===== src/rtl/century_pkg.sv =====
// Shared definitions for the century clock: ASCII constants, time-stamp frame
// layout and the transmitter's line-state encoding.
package century_pkg;

    localparam logic [7:0] ASC_0     = 8'h30;
    localparam logic [7:0] ASC_DASH  = 8'h2D;
    localparam logic [7:0] ASC_COLON = 8'h3A;
    localparam logic [7:0] ASC_SPACE = 8'h20;
    localparam logic [7:0] ASC_CR    = 8'h0D;
    localparam logic [7:0] ASC_LF    = 8'h0A;

    localparam int TS_FRAME_LEN = 21;

    typedef enum logic [1:0] {
        ST_IDLE,
        ST_START,
        ST_DATA,
        ST_STOP
    } tx_state_t;

    typedef struct packed {
        logic [3:0] year_thou;
        logic [3:0] year_hund;
        logic [3:0] year_ten;
        logic [3:0] year_unit;
        logic [1:0] month_ten;
        logic [3:0] month_unit;
        logic [1:0] day_ten;
        logic [3:0] day_unit;
        logic [1:0] hour_ten;
        logic [3:0] hour_unit;
        logic [3:0] min_ten;
        logic [3:0] min_unit;
        logic [3:0] sec_ten;
        logic [3:0] sec_unit;
    } ts_snap_t;

    // Non-BCD nibbles pass straight through (A-F become 0x3A-0x3F).
    function automatic logic [7:0] bcd_to_ascii(input logic [3:0] nibble);
        return ASC_0 | {4'b0, nibble};
    endfunction

endpackage


===== src/rtl/uart_tx_byte.sv =====
// UART 8N1 byte transmitter. A load in the last stop-bit cycle chains the next
// character with no idle gap.
module uart_tx_byte
    import century_pkg::*;
#(
    parameter int DIV = 434
) (
    input  logic       clk,
    input  logic       rst_n,
    input  logic       load,
    input  logic [7:0] data,
    output logic       tx,
    output logic       ready
);

    localparam int CW = $clog2(DIV);

    tx_state_t     state, state_nxt;
    logic [CW-1:0] baud_cnt;
    logic [2:0]    bit_idx;
    logic [9:0]    shreg;
    logic          bit_end;

    assign bit_end = (baud_cnt == CW'(DIV - 1));
    assign ready   = (state == ST_IDLE) || (state == ST_STOP && bit_end);
    assign tx      = shreg[0];

    always_comb begin
        state_nxt = state;
        unique case (state)
            ST_IDLE:  if (load) state_nxt = ST_START;
            ST_START: if (bit_end) state_nxt = ST_DATA;
            ST_DATA:  if (bit_end && bit_idx == 3'd7) state_nxt = ST_STOP;
            ST_STOP:  if (bit_end) state_nxt = load ? ST_START : ST_IDLE;
            default:  state_nxt = ST_IDLE;
        endcase
    end

    always_ff @(posedge clk or negedge rst_n) begin
        if (!rst_n) state <= ST_IDLE;
        else        state <= state_nxt;
    end

    // Shift register idles at all ones so tx rests high; ones shift in behind data.
    always_ff @(posedge clk or negedge rst_n) begin
        if (!rst_n) begin
            shreg    <= '1;
            baud_cnt <= '0;
            bit_idx  <= '0;
        end else if (load && ready) begin
            shreg    <= {1'b1, data, 1'b0};
            baud_cnt <= '0;
            bit_idx  <= '0;
        end else if (state != ST_IDLE) begin
            if (bit_end) begin
                baud_cnt <= '0;
                shreg    <= {1'b1, shreg[9:1]};
                if (state == ST_DATA) bit_idx <= bit_idx + 3'd1;
            end else begin
                baud_cnt <= baud_cnt + CW'(1);
            end
        end
    end

endmodule


===== src/rtl/time_stamp_tx.sv =====
// Time-stamp transmitter: snapshots the BCD clock fields on a send request and
// emits "YYYY-MM-DD hh:mm:ss\r\n" over UART 8N1.
module time_stamp_tx
    import century_pkg::*;
#(
    parameter int F_IN = 50_000_000,
    parameter int BAUD = 115_200
) (
    input  logic       clk,
    input  logic       rst_n,
    input  logic       send,
    input  logic [3:0] sec_unit,
    input  logic [3:0] sec_ten,
    input  logic [3:0] min_unit,
    input  logic [3:0] min_ten,
    input  logic [3:0] hour_unit,
    input  logic [1:0] hour_ten,
    input  logic [3:0] day_unit,
    input  logic [1:0] day_ten,
    input  logic [3:0] month_unit,
    input  logic [1:0] month_ten,
    input  logic [3:0] year_thou,
    input  logic [3:0] year_hund,
    input  logic [3:0] year_ten,
    input  logic [3:0] year_unit,
    output logic       tx,
    output logic       busy,
    output logic       done
);

    localparam int         DIV      = F_IN / BAUD;
    localparam logic [4:0] LAST_IDX = 5'(TS_FRAME_LEN - 1);

    ts_snap_t   live, snap, src;
    logic [4:0] char_idx, sel_idx;
    logic [7:0] char_data;
    logic       accept, advance, load, ready;

    assign live = {year_thou, year_hund, year_ten, year_unit, month_ten, month_unit,
                   day_ten, day_unit, hour_ten, hour_unit, min_ten, min_unit,
                   sec_ten, sec_unit};

    assign accept  = send && !busy;
    assign advance = busy && ready;
    assign load    = accept || (advance && char_idx != LAST_IDX);

    // The first character loads on the accepting edge, before the snapshot lands.
    assign src     = busy ? snap : live;
    assign sel_idx = accept ? 5'd0 : char_idx + 5'd1;

    always_comb begin
        char_data = ASC_LF;
        unique case (sel_idx)
            5'd0:    char_data = bcd_to_ascii(src.year_thou);
            5'd1:    char_data = bcd_to_ascii(src.year_hund);
            5'd2:    char_data = bcd_to_ascii(src.year_ten);
            5'd3:    char_data = bcd_to_ascii(src.year_unit);
            5'd4:    char_data = ASC_DASH;
            5'd5:    char_data = bcd_to_ascii({2'b0, src.month_ten});
            5'd6:    char_data = bcd_to_ascii(src.month_unit);
            5'd7:    char_data = ASC_DASH;
            5'd8:    char_data = bcd_to_ascii({2'b0, src.day_ten});
            5'd9:    char_data = bcd_to_ascii(src.day_unit);
            5'd10:   char_data = ASC_SPACE;
            5'd11:   char_data = bcd_to_ascii({2'b0, src.hour_ten});
            5'd12:   char_data = bcd_to_ascii(src.hour_unit);
            5'd13:   char_data = ASC_COLON;
            5'd14:   char_data = bcd_to_ascii(src.min_ten);
            5'd15:   char_data = bcd_to_ascii(src.min_unit);
            5'd16:   char_data = ASC_COLON;
            5'd17:   char_data = bcd_to_ascii(src.sec_ten);
            5'd18:   char_data = bcd_to_ascii(src.sec_unit);
            5'd19:   char_data = ASC_CR;
            default: char_data = ASC_LF;
        endcase
    end

    always_ff @(posedge clk or negedge rst_n) begin
        if (!rst_n) begin
            snap     <= '0;
            busy     <= 1'b0;
            done     <= 1'b0;
            char_idx <= '0;
        end else begin
            done <= 1'b0;
            if (accept) begin
                snap     <= live;
                busy     <= 1'b1;
                char_idx <= '0;
            end else if (advance) begin
                if (char_idx == LAST_IDX) begin
                    busy     <= 1'b0;
                    done     <= 1'b1;
                    char_idx <= '0;
                end else begin
                    char_idx <= char_idx + 5'd1;
                end
            end
        end
    end

    uart_tx_byte #(.DIV(DIV)) u_uart (
        .clk   (clk),
        .rst_n (rst_n),
        .load  (load),
        .data  (char_data),
        .tx    (tx),
        .ready (ready)
    );

endmodule


===== config.mk =====
export PLATFORM = sky130hd
export DESIGN_NAME = time_stamp_tx
export DESIGN_NICKNAME = d
export VERILOG_FILES = /design/src/rtl/century_pkg.sv /design/src/rtl/uart_tx_byte.sv /design/src/rtl/time_stamp_tx.sv
export SDC_FILE = /design/constraint.sdc
export NUM_CORES = 1
export LEC_CHECK = 0
export CAP_MARGIN = 20
export CELL_PAD_IN_SITES_DETAIL_PLACEMENT = 1
export CELL_PAD_IN_SITES_GLOBAL_PLACEMENT = 1
export CORE_ASPECT_RATIO = 0.8
export CORE_UTILIZATION = 39
export DETAILED_ROUTE_END_ITERATION = 12
export PLACE_DENSITY_LB_ADDON = 0.1
export SETUP_SLACK_MARGIN = 0.5
export SYNTH_ARGS = -nofsm -noshare
export SYNTH_HDL_FRONTEND = slang
export SYNTH_SLANG_ARGS = --single-unit

===== constraint.sdc =====
create_clock -name clk -period 2.35 [get_ports clk]
set_input_delay 0.3525 -clock clk [delete_from_list [all_inputs] [get_ports clk]]
set_output_delay 0.3525 -clock clk [all_outputs]
set_load 0.03 [all_outputs]

==> results of run 1 <==
power groups by stage:
stage | Sequential, mW | Clock [mW] | Combinational [mW]
final | 2.38 | 1.32 | 5.36
after global placement | 2.35 | 0 | 3.92
after floorplan | 2.25 | 0 | 2.52
after global routing | 2.44 | 1.39 | 5.76
after CTS | 2.36 | 1.35 | 4.89
after detailed placement | 2.38 | 0 | 4.04
worst paths after layout:
path | from | endpoint | cells after the start | slack, ps
max | char_idx[0] | u_uart.shreg[2] | 9 | 160
min | rst_n | snap[25] | 1 | -6
max reg2reg | char_idx[0] | u_uart.shreg[2] | 9 | 160
min reg2reg | snap[19] | snap[19] | 2 | 470
max in group asynchronous | rst_n | u_uart.shreg[1] | 2 | 1650
min in group clk | snap[19] | snap[19] | 2 | 470
sequential cells by signal, indices dropped and copies added, names as in the netlist:
register         cells
busy                 1
char_idx             5
done                 1
snap                50
u_uart.baud_cnt      9
u_uart.bit_idx       3
u_uart.shreg         9
u_uart.state         2
worst max-delay path: stages (launching register included):
cell	delay, ps
dfrtp_2	380
buf_4	130
ha_4	220
nand3_4	140
xor2_4	220
buf_4	200
a2111oi_2	270
a211oi_1	110
nor4_1	300
a31oi_1	130
layout make-up:
class	instances	area, um^2
clock buffer	11	243
clock inverter	5	32.5
fill	1364	5080
inverter	10	53.8
multi-input combinational	440	3090
sequential	80	2020
tap	152	190
timing repair buffer	153	1460
logic make-up (layout without fill, tap and decap cells):
kind of cell	after synthesis	count (layout)
flip-flops	80	80
multiplexers	33	33
AO/OA/AOI/OAI	110	110
XOR/XNOR	12	12
AND/OR/NAND/NOR	274	274
buffers and inverters	42	179
adder cells (fa/ha/maj)	11	11
metal layers:
metal | part of all wire [%] | track usage (%)
met3 | 4.7 | 5.24
met1 | 47 | 38.7
met2 | 47 | 45.9
met5 | 0 | 0
met4 | 1.1 | 7.51
layout by cell type, fill, tap and decap left out, drive strengths merged, types with 9 or more instances in the layout:
master         synthesis  routed
nand2                170     170
clkdlybuf4s50          0      52
ha                    11      11
mux2i                 23      23
buf                   21      99
a21oi                 26      26
nand3                 17      17
mux2                   9       9
clkbuf                11      11
nor4                  10      10
dfstp                  9       9
dfrtp                 71      71
o21ai                 23      23
nor2                  30      30
nor3                   9       9
per-stage QoR:
| step | util, % | setup TNS [ps] | power [mW] |
|---|---|---|---|
| 3_3_place_gp | 49.6 | 0 | 6.27 |
| 4_1_cts | 55.8 | 0 | 8.60 |
| 6_report | 58.2 | 0 | 9.06 |
| 2_1_floorplan | - | 0 | 4.77 |
| 5_1_grt | 58.2 | 0 | 9.59 |
| 3_5_place_dp | 49.6 | -116 | 6.42 |
what timing repair did:
action | in CTS | in global routing
gates cloned | 1 | 0
pin swaps | 27 | 10
resized for setup | 67 | 43
endpoints found under the setup margin | 25 | 24
buffers inserted | 23 | 14
==> flow_summary_export.csv, run 1 <==
group,metric,value,unit
global_routing,track_usage,28.1,%
synthesis,synth_edf_count,0,
pwr,power.density,1280,nW/um^2
place,place_area,6030,um^2
cells_and_area,diodes,0,
synthesis,yosys-top-cells-area,"dfrtp_1 36%, nand2_1 13%, dfstp_2 4.9%",
floorplan,dieWidth,127,um
synthesis,async_reset_ff_share,100,%
sta,worst_pin_slew,590,ps
clocking,ctsLongestPathBuffers,2,
pwr,p_switching,3.81,mW
synthesis,synthXorXnorAreaFrac,3.39,%
synthesis,synth_fp_nets,626,
sta,clock.fmax,457,MHz
setup_path,end_kind,"register",
sta,skew,4.59,ps
outcome,status,"finished with violations",
sta,min_period,2190,ps
sta,finalHoldViolations,1,
synthesis,ys_ff_latch,80,
place,place_ws,-108,ps
synthesis,synth_warnings,0,
synthesis,synthCells,562,
clocking,clock-sinks,80,
synthesis,synthTopCellsByCount,"169 x nand2_1, 71 x dfrtp_1, 30 x nor2_1",
setup_path,crit_path_start_kind,"register",
global_routing,grt_start_max_net_pins,43,
run,drv_cap,0,
sta,fin_crit_sh,93.0,%
routing,drt_wl_total,17.6,mm
synthesis,synthMuxAreaShare,7.27,%
synthesis,synth_cell_types,64,
sta,final-max-slew-violation-count,0,
global_routing,antenna_found_initial,0,
routing,first_pass_iters,4,
setup_path,worstPathMaxFanout,6,
synthesis,synth_top_family_by_area,"simple AND/OR/NAND/NOR gates",
place,numPortBuffers,55,
clocking,htreeDepth,3,
cells_and_area,num-nets-final,758,
sta,slew_headroom,60.6,%
routing,vias,4803,
clocking,cts_buffers,9,
outcome,violations,"hold timing",
clocking,clock_latency,350,ps
global_routing,grt_pass1_vias,5014,
synthesis,ys_seq_area_share,41.3,%
routing,drc,0,
floorplan,coreArea,12200,um^2
synthesis,synth_ff_type,"dfrtp_1",
floorplan,std_cell_rows,36,
min_path,hold_path_class,"in -> async",
floorplan,initial_utilization,40.1,%
sta,hold_slack,-5.61,ps
pwr,swShare,42.1,%
floorplan,fp.dieArea,12900,um^2
synthesis,syn_area_per_cell,8.67,um^2
synthesis,synth_most_common_cell,"nand2_1",
sta,setup_ws,164,ps
clocking,clk_pin_slew,60,ps
global_routing,overflow,0,
pwr,p_int,5.25,mW
setup_path,cp.required,2610,ps
clocking,ctsHoldBuffers,0,
setup_path,critPathKind,"reg -> reg",
floorplan,io_pins,56,
cells_and_area,finalInstanceArea,7080,um^2
clocking,cts-root-buf,"clkbuf_16",
global_routing,grt_pass1_wl,27.4,mm
synthesis,synth-compound-area-share,15.4,%
routing,vias_per_cell,5.64,
pwr,combinationalPowerShare,59.2,%
synthesis,synth_top_cell_by_area,"dfrtp_1",
routing,wl_per_cell,20.7,um
clocking,cts_tree,"built",
floorplan,die_y,102,um
pwr,seq_power_share,26.2,%
sta,setup_viol,0,
cells_and_area,finalNonFillerCells,851,
cells_and_area,drive_gt1_share,31.3,%
synthesis,syn_area,4870,um^2
pwr,p_clk_share,14.6,%
setup_path,critPathArrivalTime,2450,ps
synthesis,synth-adder-area-share,2.83,%
routing,drtIter0Drc,315,
pwr,p_leak,3.25,nW
cells_and_area,area_growth,45.4,%
place,place_congestion,0.899,
pwr,ir_worst_vdd,0.619,mV
synthesis,synth_top_area_share,36.5,%
sta,rsz0062_at_grt,"yes",
place,hpwl,12.5,mm
place,placed_cells,797,
routing,antenna_left,0,
synthesis,synth-simple-area-share,25.6,%
Note: power is estimated with default switching activity, not from simulation.
==> run 2: changes to the inputs <==
- CORE_UTILIZATION: 39 -> 46
- clock period: 2.35 -> 2.81 ns (I/O delays scaled with it)
==> run 2 against run 1 <==
The flow now finishes without violations. Flip-flop and latch count unchanged. First-iteration DRC count grew 7.0%. Via count decreased by 5.5%. Critical path type unchanged. Largest cell class unchanged.
==> flow_summary_export.csv, run 2 (same netlist as run 1, synthesis figures left out) <==
group,metric,value,unit
outcome,status,"finished clean",
sta,setup_ws,545,ps
sta,skew,7.76,ps
pwr,p_leak,2.80,nW
sta,clock.fmax,442,MHz
setup_path,worstPathMaxFanout,9,
setup_path,critPathKind,"reg -> reg",
cells_and_area,num-nets-final,689,
clocking,cts_buffers,9,
global_routing,grt_pass1_wl,25.3,mm
floorplan,coreArea,10300,um^2
place,hpwl,11.5,mm
cells_and_area,area_growth,25.4,%
clocking,htreeDepth,3,
sta,final-max-slew-violation-count,0,
cells_and_area,diodes,0,
sta,slew_headroom,61.7,%
clocking,clk_pin_slew,60,ps
floorplan,dieWidth,117,um
sta,final.setup.tns,0,ps
floorplan,io_pins,56,
clocking,clock-sinks,80,
global_routing,grt_pass1_vias,4787,
routing,vias,4537,
sta,fin_crit_sh,80.6,%
clocking,cts_tree,"built",
global_routing,overflow,0,
routing,drt_wl_total,16.0,mm
routing,wl_per_cell,20.8,um
setup_path,cp.required,3080,ps
place,place_congestion,0.915,
routing,drc,0,
cells_and_area,drive_gt1_share,16.2,%
floorplan,fp.dieArea,11000,um^2
setup_path,end_kind,"register",
cells_and_area,reg_top3,"snap (50), u_uart.baud_cnt (9), u_uart.shreg (9)",
pwr,power.density,1050,nW/um^2
setup_path,crit_path_start_kind,"register",
routing,vias_per_cell,5.90,
place,numPortBuffers,55,
sta,finalHoldViolations,0,
floorplan,die_y,94.0,um
pwr,ir_worst_vdd,0.418,mV
cells_and_area,mostFrequentLayoutCells,"169 x nand2_1, 66 x dfrtp_1, 54 x clkdlybuf4s50_1",
cells_and_area,largest_register,"snap",
clocking,clock_latency,340,ps
place,place_ws,100,ps
pwr,fin_total_pwr,6.40,mW
routing,first_pass_iters,4,
sta,rsz0062_at_grt,"yes",
setup_path,critPathArrivalTime,2530,ps
floorplan,initial_utilization,47.4,%
sta,setup_viol,0,
global_routing,track_usage,30.9,%
clocking,ctsLongestPathBuffers,2,
cells_and_area,mostFrequentLayoutCell,"nand2_1",
run,drv_cap,0,
sta,min_period,2260,ps
clocking,ctsHoldBuffers,0,
routing,antenna_left,0,
global_routing,antenna_found_initial,0,
min_path,hold_path_class,"in -> async",
floorplan,std_cell_rows,33,
cells_and_area,largest_reg_flops,50,
global_routing,grt_start_max_net_pins,42,
clocking,cts-root-buf,"clkbuf_16",
sta,worst_pin_slew,574,ps
routing,drtIter0Drc,337,
run 2: cell count changes in the layout (fill, tap and decap cells not counted), sizes merged:
cell,delta
buf,-69
clkdlybuf4s50,+2
clkinvlp,-2
inv,+2
bufbuf,-1
bufinv,+1
clkbuf,-1
clkinv,-1
dlygate4sd2,-1
run 2: power breakdown:
part           internal [mW]  switching [mW]
registers               1.65           0.389
clock network          0.684           0.482
logic                   1.32            1.88
run 2: repair_timing:
item,CTS,global route
pin swaps,0,2
setup endpoints to repair,6,9
resized for setup,14,15
hold endpoints to repair,0,0
setup buffers,0,7
run 2: critical path: stages, from the launching register on:
cell and delay, ps:
dfrtp_2 460, ha_4 210, buf_4 170, xor2_2 210
buf_6 200, nand4_4 160, or3_1 390, a31o_1 240
a31oi_1 140
run 2: metrics by stage:
step / cells / utilization [%] / cell area (um^2) / hold WS [ps]
final: 769 / 59.4 / 6110 / 64.3
after global routing: 769 / 59.4 / 6110 / 105
after CTS: 762 / 58.2 / 5980 / 86.0
after detailed placement: 747 / 54.8 / 5630 / 446
after global placement: 747 / 54.8 / 5630 / 442
after floorplan: 562 / - / 4870 / 126
run 2: worst paths after layout:
kind                            slack (ps)               to   startpoint  cells past startpoint
worst min-delay path                    60         snap[25]        rst_n                      1
worst min register to register         470         snap[20]     snap[20]                      2
worst max-delay path                   550  u_uart.shreg[4]  char_idx[1]                      8
min in group clk                       470         snap[20]     snap[20]                      2
max in group asynchronous             2040  u_uart.shreg[3]        rst_n                      2
worst max register to register         550  u_uart.shreg[4]  char_idx[1]                      8
run 2: layout make-up:
cell class	count	area, um^2
flip-flops and latches	80	2020
multi-input cells	440	2780
well taps	140	175
clock buffers	10	229
repair buffers	84	807
inverters	10	37.5
fillers	1214	4170
clock inverters	5	58.8
run 2: routing by layer:
layer | wire (um) | up-vias | GRT usage (%)
li1 | - | 2101 | -
met1 | 7160 | 2268 | 40.8
met2 | 7660 | 136 | 50.7
met3 | 825 | 32 | 6.39
met4 | 354 | 0 | 9.18
met5 | 0 | - | 0
